### config.mk
export PLATFORM = sky130hd
export DESIGN_NAME = imem_boot_arbiter_flat
export DESIGN_NICKNAME = d
export VERILOG_FILES = /design/src/rtl/imem_boot_arbiter_if.sv /design/src/rtl/imem_boot_arbiter.sv /design/src/flat_wrapper.sv
export SDC_FILE = /design/constraint.sdc
export NUM_CORES = 1
export LEC_CHECK = 0
export CAP_MARGIN = 20
export CORE_UTILIZATION = 25
export DETAILED_ROUTE_END_ITERATION = 12
export GPL_TIMING_DRIVEN = 0
export PLACE_DENSITY = 0.76
export SLEW_MARGIN = 20
export SYNTH_ARGS = -nofsm -noshare
export SYNTH_HDL_FRONTEND = slang
export SYNTH_SLANG_ARGS = --single-unit
### constraint.sdc
create_clock -name clk -period 2.8 [get_ports clk]
set_input_delay 0.56 -clock clk [delete_from_list [all_inputs] [get_ports clk]]
set_output_delay 0.56 -clock clk [all_outputs]
set_load 0.02 [all_outputs]
### src/rtl/imem_boot_arbiter_if.sv
// Bundle of loader stream, CPU fetch port and Imem port around the boot arbiter.
interface imem_boot_arbiter_if #(
  parameter int unsigned ADDR_W = 8,
  parameter int unsigned DATA_W = 32
);
  // loader stream
  logic              ld_start;
  logic              ld_valid;
  logic [DATA_W-1:0] ld_data;
  logic              ld_last;
  logic              ld_ready;
  // fetch stage
  logic [31:0]       cpu_pc;
  logic [DATA_W-1:0] cpu_instr;
  logic              cpu_stall;
  logic              cpu_run;
  // Imem single port
  logic [ADDR_W-1:0] mem_addr;
  logic              mem_we;
  logic [DATA_W-1:0] mem_wdata;
  logic [DATA_W-1:0] mem_rdata;
  // status
  logic [ADDR_W:0]   load_count;
  logic              error;

  // arbiter side
  modport slave (
    input  ld_start, ld_valid, ld_data, ld_last, cpu_pc, mem_rdata,
    output ld_ready, cpu_instr, cpu_stall, cpu_run, mem_addr, mem_we, mem_wdata,
           load_count, error
  );

  // loader / fetch / memory environment side
  modport master (
    output ld_start, ld_valid, ld_data, ld_last, cpu_pc, mem_rdata,
    input  ld_ready, cpu_instr, cpu_stall, cpu_run, mem_addr, mem_we, mem_wdata,
           load_count, error
  );
endinterface

### src/rtl/imem_boot_arbiter.sv
// Shares the single Imem port: loads a program from word 0, then serves CPU fetches.
module imem_boot_arbiter #(
  parameter int unsigned ADDR_W = 8,
  parameter int unsigned DATA_W = 32
) (
  input  logic              clk,
  input  logic              reset,
  imem_boot_arbiter_if.slave bus
);
  localparam int unsigned CNT_W = ADDR_W + 1;

  localparam logic [1:0] ST_IDLE = 2'd0;
  localparam logic [1:0] ST_LOAD = 2'd1;
  localparam logic [1:0] ST_RUN  = 2'd2;
  localparam logic [1:0] ST_ERR  = 2'd3;

  localparam logic [ADDR_W-1:0] WPTR_LAST = '1;

  logic [1:0]        state_q, state_d;
  logic [ADDR_W-1:0] wptr_q, wptr_d;
  logic [CNT_W-1:0]  load_count_q, load_count_d;
  logic              error_q, error_d;

  logic              xfer_c;
  logic [ADDR_W-1:0] pc_idx_c;
  logic              pc_ok_c;

  // A word is taken only in LOAD and never in the cycle a restart is requested
  assign xfer_c   = (state_q == ST_LOAD) && !bus.ld_start && bus.ld_valid;
  assign pc_idx_c = bus.cpu_pc[ADDR_W+1:2];
  // Fetch is served only for aligned, in-range addresses inside the loaded program
  assign pc_ok_c  = (bus.cpu_pc[1:0] == 2'b00) &&
                    (bus.cpu_pc[31:ADDR_W+2] == '0) &&
                    ({1'b0, pc_idx_c} < load_count_q);

  // State, write pointer, word count and sticky error
  always_ff @(posedge clk or posedge reset) begin
    if (reset) begin
      state_q      <= ST_IDLE;
      wptr_q       <= '0;
      load_count_q <= '0;
      error_q      <= 1'b0;
    end else begin
      state_q      <= state_d;
      wptr_q       <= wptr_d;
      load_count_q <= load_count_d;
      error_q      <= error_d;
    end
  end

  // Next state: restart wins over everything, else advance on each accepted word
  always_comb begin
    state_d      = state_q;
    wptr_d       = wptr_q;
    load_count_d = load_count_q;
    error_d      = error_q;
    if (bus.ld_start) begin
      state_d      = ST_LOAD;
      wptr_d       = '0;
      load_count_d = '0;
      error_d      = 1'b0;
    end else if (xfer_c) begin
      wptr_d       = wptr_q + ADDR_W'(1);
      load_count_d = load_count_q + CNT_W'(1);
      if (bus.ld_last) begin
        state_d = ST_RUN;
      end else if (wptr_q == WPTR_LAST) begin
        state_d = ST_ERR;
        error_d = 1'b1;
      end
    end
  end

  // Port steering: loader owns the memory in LOAD, fetch owns it in RUN
  always_comb begin
    bus.ld_ready   = (state_q == ST_LOAD) && !bus.ld_start;
    bus.cpu_run    = (state_q == ST_RUN);
    bus.cpu_stall  = (state_q != ST_RUN);
    bus.mem_we     = xfer_c;
    bus.mem_wdata  = bus.ld_data;
    bus.mem_addr   = '0;
    bus.cpu_instr  = '0;
    bus.load_count = load_count_q;
    bus.error      = error_q;
    case (state_q)
      ST_LOAD: bus.mem_addr = wptr_q;
      ST_RUN: begin
        bus.mem_addr = pc_idx_c;
        if (pc_ok_c) bus.cpu_instr = bus.mem_rdata;
      end
      default: bus.mem_addr = '0;
    endcase
  end
endmodule

### src/flat_wrapper.sv
// flat-port wrapper written by rule: the top's interface ports become plain ports
module imem_boot_arbiter_flat 
#(
  parameter int unsigned ADDR_W = 8,
  parameter int unsigned DATA_W = 32
)
  (clk, reset, bus_ld_start, bus_ld_valid, bus_ld_data, bus_ld_last, bus_cpu_pc, bus_mem_rdata, bus_ld_ready, bus_cpu_instr, bus_cpu_stall, bus_cpu_run, bus_mem_addr, bus_mem_we, bus_mem_wdata, bus_load_count, bus_error);
  imem_boot_arbiter_if #(.ADDR_W(ADDR_W), .DATA_W(DATA_W)) bus_i ();
  input  logic clk;
  input  logic reset;
  input wire logic [$bits(bus_i.ld_start)-1:0] bus_ld_start;
  input wire logic [$bits(bus_i.ld_valid)-1:0] bus_ld_valid;
  input wire logic [$bits(bus_i.ld_data)-1:0] bus_ld_data;
  input wire logic [$bits(bus_i.ld_last)-1:0] bus_ld_last;
  input wire logic [$bits(bus_i.cpu_pc)-1:0] bus_cpu_pc;
  input wire logic [$bits(bus_i.mem_rdata)-1:0] bus_mem_rdata;
  output wire logic [$bits(bus_i.ld_ready)-1:0] bus_ld_ready;
  output wire logic [$bits(bus_i.cpu_instr)-1:0] bus_cpu_instr;
  output wire logic [$bits(bus_i.cpu_stall)-1:0] bus_cpu_stall;
  output wire logic [$bits(bus_i.cpu_run)-1:0] bus_cpu_run;
  output wire logic [$bits(bus_i.mem_addr)-1:0] bus_mem_addr;
  output wire logic [$bits(bus_i.mem_we)-1:0] bus_mem_we;
  output wire logic [$bits(bus_i.mem_wdata)-1:0] bus_mem_wdata;
  output wire logic [$bits(bus_i.load_count)-1:0] bus_load_count;
  output wire logic [$bits(bus_i.error)-1:0] bus_error;
  assign bus_i.ld_start = bus_ld_start;
  assign bus_i.ld_valid = bus_ld_valid;
  assign bus_i.ld_data = bus_ld_data;
  assign bus_i.ld_last = bus_ld_last;
  assign bus_i.cpu_pc = bus_cpu_pc;
  assign bus_i.mem_rdata = bus_mem_rdata;
  assign bus_ld_ready = bus_i.ld_ready;
  assign bus_cpu_instr = bus_i.cpu_instr;
  assign bus_cpu_stall = bus_i.cpu_stall;
  assign bus_cpu_run = bus_i.cpu_run;
  assign bus_mem_addr = bus_i.mem_addr;
  assign bus_mem_we = bus_i.mem_we;
  assign bus_mem_wdata = bus_i.mem_wdata;
  assign bus_load_count = bus_i.load_count;
  assign bus_error = bus_i.error;
  imem_boot_arbiter #(.ADDR_W(ADDR_W), .DATA_W(DATA_W)) u_core (.clk(clk), .reset(reset), .bus(bus_i));
endmodule
Word level (Yosys, flattened, before mapping)
Index checks and enable logic that the tools add are counted.
{"block": "classes", "n_addsub": 2, "n_lt_le_gt_ge": 1, "eq_ne": 5, "muxes": 15, "n_reduce_logical": 12}
{"cell": "two-way mux 32 bit", "count": 2}
{"cell": "zero test 22 bit", "count": 1}
{"cell": "two-way mux 9 bit", "count": 2}
{"cell": "two-way mux 8 bit", "count": 2}
{"cell": "case mux 8 bit (2 select lines)", "count": 1}
{"cell": "adder 9 x 1 -> 9 bit (second input constant)", "count": 1}
{"cell": "< comparator 8 x 9 -> 1 bit", "count": 1}
{"cell": "adder 8 x 1 -> 8 bit (second input constant)", "count": 1}
{"cell": "== test 8 bit (second input constant)", "count": 1}
{"cell": "two-way mux 2 bit", "count": 4}
{"cell": "logical AND 1 bit", "count": 4}
{"cell": "two-way mux 1 bit", "count": 4}
{"cell": "!= test 2 bit (second input constant)", "count": 2}
{"cell": "nonzero test 2 bit", "count": 2}
{"cell": "AND reduction 3 bit", "count": 1}
{"cell": "nonzero test 3 bit", "count": 1}
{"cell": "== test 2 x 1 -> 1 bit (second input constant)", "count": 1}
{"cell": "== test 2 bit (second input constant)", "count": 1}
{"cell": "zero test 2 bit", "count": 1}
{"cell": "AND reduction 2 bit", "count": 1}
{"cell": "zero test 1 bit", "count": 1}
{"block": "totals", "regBits": 20, "in_bits": 101, "out_inout_bits": 86, "wordCells": 39}

Longest topological paths before layout
Gate-level depths: netlist of run 1.
{"block": "depth", "ltp_word": 5, "mapped_depth": 8, "ltp_nobuf": 6}

Worst setup path after synthesis of run 1
Ideal clock, no wire load.
{"block": "synth_timing", "path_kind": "register to output", "from": "register u_core.state_q[0]", "to": "output port bus_cpu_instr[10]", "arrival_time_ps": 1974, "required_ps": 2240, "path_slack_ps": 266, "path_stages_with_launch": 9, "n_path_buf": 2, "cell_sequence": "dfrtp_1 > inv_1 > ha_1 > buf_6 > nor4b_4 > nand2_2 > nor4_4 > buf_6 > and3_1"}
{"block": "synth_via", "elab_chain_cells": 2}
{"element": "start: declaration", "line_no": "imem_boot_arbiter.sv:19", "rtl": "logic [1:0] state_q, state_d;"}
{"element": "start signal: assignment", "line_no": "imem_boot_arbiter.sv:44", "rtl": "state_q <= state_d;"}
{"element": "== test 2 bit"}
{"element": "via bus_cpu_run", "line_no": "flat_wrapper.sv:20", "rtl": "output wire logic [$bits(bus_i.cpu_run)-1:0] bus_cpu_run;"}
{"element": "two-way mux 32 bit", "line_no": "imem_boot_arbiter.sv:85", "rtl": "case (state_q)"}
{"element": "end: declaration", "line_no": "flat_wrapper.sv:18", "rtl": "output wire logic [$bits(bus_i.cpu_instr)-1:0] bus_cpu_instr;"}
The timed path passes the listed nets, and every way through them passes these cells.

Worst setup path in the final report of run 1
{"block": "layout_timing", "from": "input port bus_cpu_pc[1]", "to": "output port bus_cpu_instr[25]"}
{"block": "layout_via", "elab_chain_cells": 5}
{"element": "start: declaration", "line_no": "flat_wrapper.sv:15", "rtl": "input wire logic [$bits(bus_i.cpu_pc)-1:0] bus_cpu_pc;"}
{"element": "zero test 2 bit", "line_no": "imem_boot_arbiter.sv:32", "rtl": "assign pc_ok_c = (bus.cpu_pc[1:0] == 2'b00) &&"}
{"element": "logical AND 1 bit", "line_no": "imem_boot_arbiter.sv:32"}
{"element": "logical AND 1 bit", "line_no": "imem_boot_arbiter.sv:33", "rtl": "(bus.cpu_pc[31:ADDR_W+2] == '0) &&"}
{"element": "two-way mux 32 bit", "line_no": "imem_boot_arbiter.sv:89", "rtl": "if (pc_ok_c) bus.cpu_instr = bus.mem_rdata;"}
{"element": "two-way mux 32 bit", "line_no": "imem_boot_arbiter.sv:85"}
No other way between the ends.

==> metrics.txt, run 1 <==
status finished with violations; failing checks setup timing; Top cell by count, worst path buf_6; Ports 187; Logic pwr share 39.9%; Final Max Tran Viols 0; maximum VDD drop 243.2 µV; Pleak 1.663 nW; hold crit path type reg -> reg; Fin Setup TNS -0.4466 ns; DR iter-0 viols 34; share of cells above drive strength 1 28.53%; crit path from bus_cpu_pc[1]; Residual DRC 0; Final Wtd Congestion 0.8229; FF-to-FF Start u_core.state_q[1]; crit share post-route 100.9%; final setup violation count 30; total track usage 17.21%; Int Pwr 0.0006252 W; clk_lat worst skew 0.26 ns; RSZ-0062 raised after global routing true; clock power share 25.1%; DR WL/cell 15.09 µm; Overflow after GRT 0; initial cell density of the core 25.79%; Distinct cells, synth 36; first drt pass iteration count 4; global-route wire length before repair 10.32 mm; DP Wirelength 6.062 mm; syn nets 339; Hold Vio Cnt, Final 0; via count 2185; Placed Area 0.003536 mm²; Die Span Y 88.50 µm; switching share of power 29.11%; PwrDens 231.9 mW/mm²; mapped cell area 0.001871 mm²; Tmin final 2.826 ns; TritonCTS clock tree yes; Top FF cell, synth dfrtp_1; hold-fix buffer count after cts 0; vias per cell 4.477; FF+latch count, synth 20; Reg power frac 35.0%; area leader, netlist dfrtp_1; kind of critical path in -> out; Rows 31; clock sink total 20; synthesized instance count 227; Root Buffer clkbuf_8; Setup Skew 0.0006436 ns; Post-synth ARST share 100.0%; fin area 0.003802 mm²; Crit Path Max Fanout 10; Pwr Total 0.0008820 W; dpl ws -0.7768 ns; final-layout fill cell count 656; clock slew seen by the registers of the worst setup and hold paths 0.07 ns; worst endpoint required time 2.24 ns; max cap viols 0; fin nets 502; Max Clock Freq 353.9 MHz; Avg Cell Area, Syn 8.240 µm²; Port Buffer Count 154; Arr. time, crit path 2.27 ns; Switch Pwr 0.0002568 W; die footprint 0.007832 mm²; Seq/Total Area, Yosys 26.76%; slowest CP cell clkdlybuf4s50_1; number of H-tree levels 1; Max transition margin 49.01%; Setup crit end kind output port; Total Wirelength 7.362 mm; Area Overhead vs Synth 103.3%; setup ws final -0.02578 ns; core area 0.007253 mm²; startpoint types input pin; Synth top area share 26.76%; CP bufs+invs 4; critical path cell sequence clkdlybuf4s50_1, nor4_4, nand2_2, nor4_4, buf_6, buf_6, and3_1, buf_6; Slew @ Worst Pin 0.7640 ns; Syn. warnings 0; Final ANT Viol Nets 0; Hold Startpoint u_core.bus.error; ant diodes 0; vias in the first global route 2087; initial antenna violation count 0; Util after Layout 52.42%; Post-synth EDFFs 0; kind of cell adding the most delay to the critical path buffers and inverters; Crit path largest cell delay 0.45 ns; CTS Buf Count 3; Die W 88.50 µm; Area contributors post-synth dfrtp_1 27%, buf_4 13%, and3_1 11%, ha_1 7.4%, nor2_1 5.2%; deepest clock path buffer count 2; largest net degree at the start of global routing 21
==> worst reg2reg max path, delay by kind of cell (launching register included) <==
kind | cells | cell delay (ns)
xor+xnor | 1 | 0.16
simple gates | 3 | 0.63
fa+ha+maj | 1 | 0.17
flops | 1 | 0.41
buf+inv | 2 | 0.31
==> sequential cells by signal, summed over array words and instances (netlist names) <==
register,count
u_core.wptr_q,8
u_core.state_q,2
u_core.bus.error,1
u_core.bus.load_count,9
==> routing by layer <==
| metal | GRT usage, % | up-vias | share of wire, % | wire length (µm) |
|---|---|---|---|---|
| met5 | 0 | - | 0 | 0 |
| met4 | 4.106 | 0 | 1.4 | 100 |
| li1 | - | 1067 | - | - |
| met3 | 1.399 | 10 | 6.9 | 506 |
| met2 | 28.95 | 117 | 48 | 3514 |
| met1 | 23.90 | 991 | 44 | 3240 |
==> through the flow <==
step | instances | hold slack [ns]
after global placement | 480 | 0.5064
final | 488 | 0.5246
after floorplan | 227 | 0.4820
after global routing | 488 | 0.5715
after detailed placement | 480 | 0.5126
after CTS | 486 | 0.5322
==> cells by family (layout without fill, tap and decap cells) <==
logic type	Yosys count	in the layout	share of synthesized area (%)
AND/OR/NAND/NOR	106	106	32.78
flip-flops	20	20	26.76
adder cells (fa/ha/maj)	11	11	7.358
AO/OA/AOI/OAI	19	19	6.756
XOR/XNOR	15	15	7.024
buffers and inverters	56	218	19.33
==> cells in the mapped netlist (all sizes together) (2+ instances only) <==
library cell  count
buf              39
and2              2
nand3             4
and3             34
xor2              6
inv              12
clkbuf            5
a21oi             5
dfrtp            20
ha               11
a22oi             8
xnor2             9
nor2             26
nor3              3
nand2b            2
nand4             6
o21a              2
nor4              7
nand2            16
==> repair_timing <==
action	4_1_cts	5_1_grt
resized for setup	179	54
pin swaps	7	12
buffers inserted	1	2
hold endpoints to repair	0	0
setup endpoints to repair	32	33
cloned	1	0
==> power groups by stage <==
stage               Sequential, W  Combinational, W  Clock (W)
finish                   0.000308          0.000352   0.000222
CTS                      0.000308          0.000350   0.000229
floorplan                0.000316          0.000146          0
detailed placement       0.000314          0.000341          0
global route             0.000310          0.000378   0.000245
global placement         0.000313          0.000335          0
==> path summary, 6_finish.rpt <==
kind                                                 end  slack, ns  depth (start not counted)
worst min register to register          u_core.bus.error       0.52                          2
max in group asynchronous               u_core.wptr_q[5]       1.59                          2
min in group asynchronous       u_core.bus.load_count[0]       0.73                          2
worst max-delay path                   bus_cpu_instr[25]      -0.03                          8
worst min-delay path                    u_core.bus.error       0.52                          2
worst max register to register  u_core.bus.load_count[7]       1.00                          7
==> placed cells by master (no fill, tap or decap), types with 8 or more instances in the layout <==
cell type and instances:
a22oi_1 8, and3_1 17, and3_4 15, buf_4 39
buf_6 33, clkdlybuf4s50_1 114, dfrtp_1 20, dlygate4sd2_1 8
ha_1 8, inv_1 12, nand2_1 15, nor2_1 26
xnor2_1 9
==> cell type report <==
class | count | area (µm²) | area share, %
buffer | 44 | 347.8 | 9.148
tap | 99 | 123.9 | 3.258
inverter | 12 | 45.04 | 1.185
timing repair buffer | 158 | 1590 | 41.82
clock buffer | 4 | 55.05 | 1.448
sequential | 20 | 500.5 | 13.16
multi-input combinational | 151 | 1140 | 29.98
No activity file was read; power rests on OpenSTA's default activity.
==> run 2: changes to the inputs <==
--- a/config.mk
+++ b/config.mk
@@ -10,6 +10,7 @@
 export DETAILED_ROUTE_END_ITERATION = 12
 export GPL_TIMING_DRIVEN = 0
 export PLACE_DENSITY = 0.76
+export SKIP_LAST_GASP = 1
 export SLEW_MARGIN = 20
 export SYNTH_ARGS = -nofsm -noshare
 export SYNTH_HDL_FRONTEND = slang
==> run 2 against run 1 <==
Against the previous run:
- the flow still finishes with violations (setup timing)
- routed wire length about the same
- total power about the same
- flip-flop and latch count unchanged
- worst setup slack about the same
- design area decreased by 1.0%
- sequential power about the same
- clock-buffer cell count unchanged
- critical path type unchanged
- largest power group unchanged
==> metrics.txt, run 2 (synthesized netlist as in run 1, its figures left out) <==
status finished with violations; failing checks setup timing; global-route wire length before repair 10.32 mm; Setup crit end kind output port; Max Clock Freq 353.8 MHz; Max transition margin 48.94%; deepest clock path buffer count 2; share of cells above drive strength 1 28.28%; max FFs per register 9; most frequent cells in the layout 114 x clkdlybuf4s50_1, 48 x buf_4, 26 x nor2_1; final setup violation count 30; Port Buffer Count 154; clk_lat worst skew 0.26 ns; first drt pass iteration count 4; CTS Buf Count 3; Slew @ Worst Pin 0.7650 ns; setup ws final -0.02625 ns; hold-fix buffer count after cts 0; final-layout fill cell count 664; die footprint 0.007832 mm²; hold crit path type reg -> reg; total track usage 17.21%; Ports 187; maximum VDD drop 243.4 µV; Area Overhead vs Synth 101.2%; crit share post-route 100.9%; DR iter-0 viols 28; max cap viols 0; startpoint types input pin; Die W 88.50 µm; vias in the first global route 2087; Hold Startpoint u_core.bus.error; Setup Skew 0.001076 ns; Crit Path Max Fanout 10; R2R depth 7; ant diodes 0; Final ANT Viol Nets 0; PwrDens 234.3 mW/mm²; register area 500.5 µm²; Root Buffer clkbuf_8; vias per cell 4.512; DP Wirelength 6.062 mm; Final Wtd Congestion 0.8229; TritonCTS clock tree yes; initial cell density of the core 25.79%; Min-Delay Endpoint u_core.bus.error; Arr. time, crit path 2.27 ns; kind of critical path in -> out; Die Span Y 88.50 µm; Total Wirelength 7.357 mm; reg2reg end u_core.bus.load_count[7]; initial antenna violation count 0; Worst Hold Path Cells 2; Residual DRC 0; core area 0.007253 mm²; number of H-tree levels 1; worst endpoint required time 2.24 ns; Rows 31; fin nets 502; DR WL/cell 15.08 µm; Pleak 1.658 nW; Hold Vio Cnt, Final 0; FF-to-FF Start u_core.state_q[1]; Fin Hold WS 0.5236 ns; Final Max Tran Viols 0; worst reg-to-reg setup slack 1.01 ns; Pwr Total 0.0008818 W; Overflow after GRT 0; largest net degree at the start of global routing 21; Multi-input gate area 0.001135 mm²; via count 2202; clock slew seen by the registers of the worst setup and hold paths 0.07 ns; commonest non-fill, non-tap cell in the layout clkdlybuf4s50_1; Tmin final 2.826 ns; clock sink total 20; RSZ-0062 raised after global routing true
==> run 2: cell types whose count changed in the layout (fill, tap and decap cells not counted) <==
cell and delta:
and3_1 +1, buf_6 -9, and3_4 -1, buf_4 +9
==> run 2: cell type report <==
type,count,share of cell area [%]
Timing Repair Buffer,158,41.36
Multi-Input combinational cell,151,30.15
Sequential cell,20,13.30
Buffer,44,9.242
Tap cell,99,3.291
Clock buffer,4,1.463
Inverter,12,1.197
==> run 2: repair_timing <==
item,4_1_cts,5_1_grt
hold endpoints to repair,0,0
gates resized for setup,179,44
buffers inserted,1,2
gates cloned,1,0
pin swaps,7,11
endpoints found under the setup margin,32,33
==> run 2: critical path: stages <==
cell and delay, ns:
clkdlybuf4s50_1 0.45, nor4_4 0.29, nand2_2 0.09, nor4_4 0.27
buf_6 0.17, buf_6 0.12, and3_1 0.16, buf_4 0.14
==> run 2: power by group <==
group          leakage [nW]  switching (W)  total (W)  internal (W)
logic                  1.36       0.000149   0.000352      0.000203
clock network        0.0288      0.0000963   0.000222      0.000125
registers             0.272      0.0000111   0.000308      0.000297
total                  1.66       0.000257   0.000882      0.000625
==> run 2: worst max path at each step <==
stage / start / endpoint / slack (ns) / cells after the start
final: bus_cpu_pc[1] / bus_cpu_instr[17] / -0.03 / 8
after CTS: bus_cpu_pc[13] / bus_cpu_instr[25] / 0.004 / 8
after global placement: bus_cpu_pc[4] / bus_cpu_instr[25] / -0.76 / 8
after floorplan: u_core.state_q[0] / bus_cpu_instr[10] / 0.27 / 8
after detailed placement: bus_cpu_pc[6] / bus_cpu_instr[4] / -0.78 / 8
after global routing: u_core.state_q[0] / bus_cpu_instr[18] / -0.13 / 10
==> run 2: layer usage <==
metal	wire length [µm]	vias up	share of wire (%)	GRT usage, %
met2	3524	121	48	28.95
met4	101	0	1.4	4.106
met5	0	-	0	0
met3	557	10	7.6	1.399
li1	-	1067	-	-
met1	3174	1004	43	23.90
==> run 2: per-stage QoR <==
step                      cell area (µm²)  utilization [%]  instances  setup WS [ns]  setup TNS (ns)
after floorplan                      1871                -        227         0.2655               0
after global placement               3536            48.75        480        -0.7609          -23.13
after detailed placement             3536            48.75        480        -0.7768          -23.86
after CTS                            3618            49.89        486       0.003760               0
after global routing                 3764            51.89        488        -0.1303          -3.413
final                                3764            51.89        488       -0.02625         -0.4285
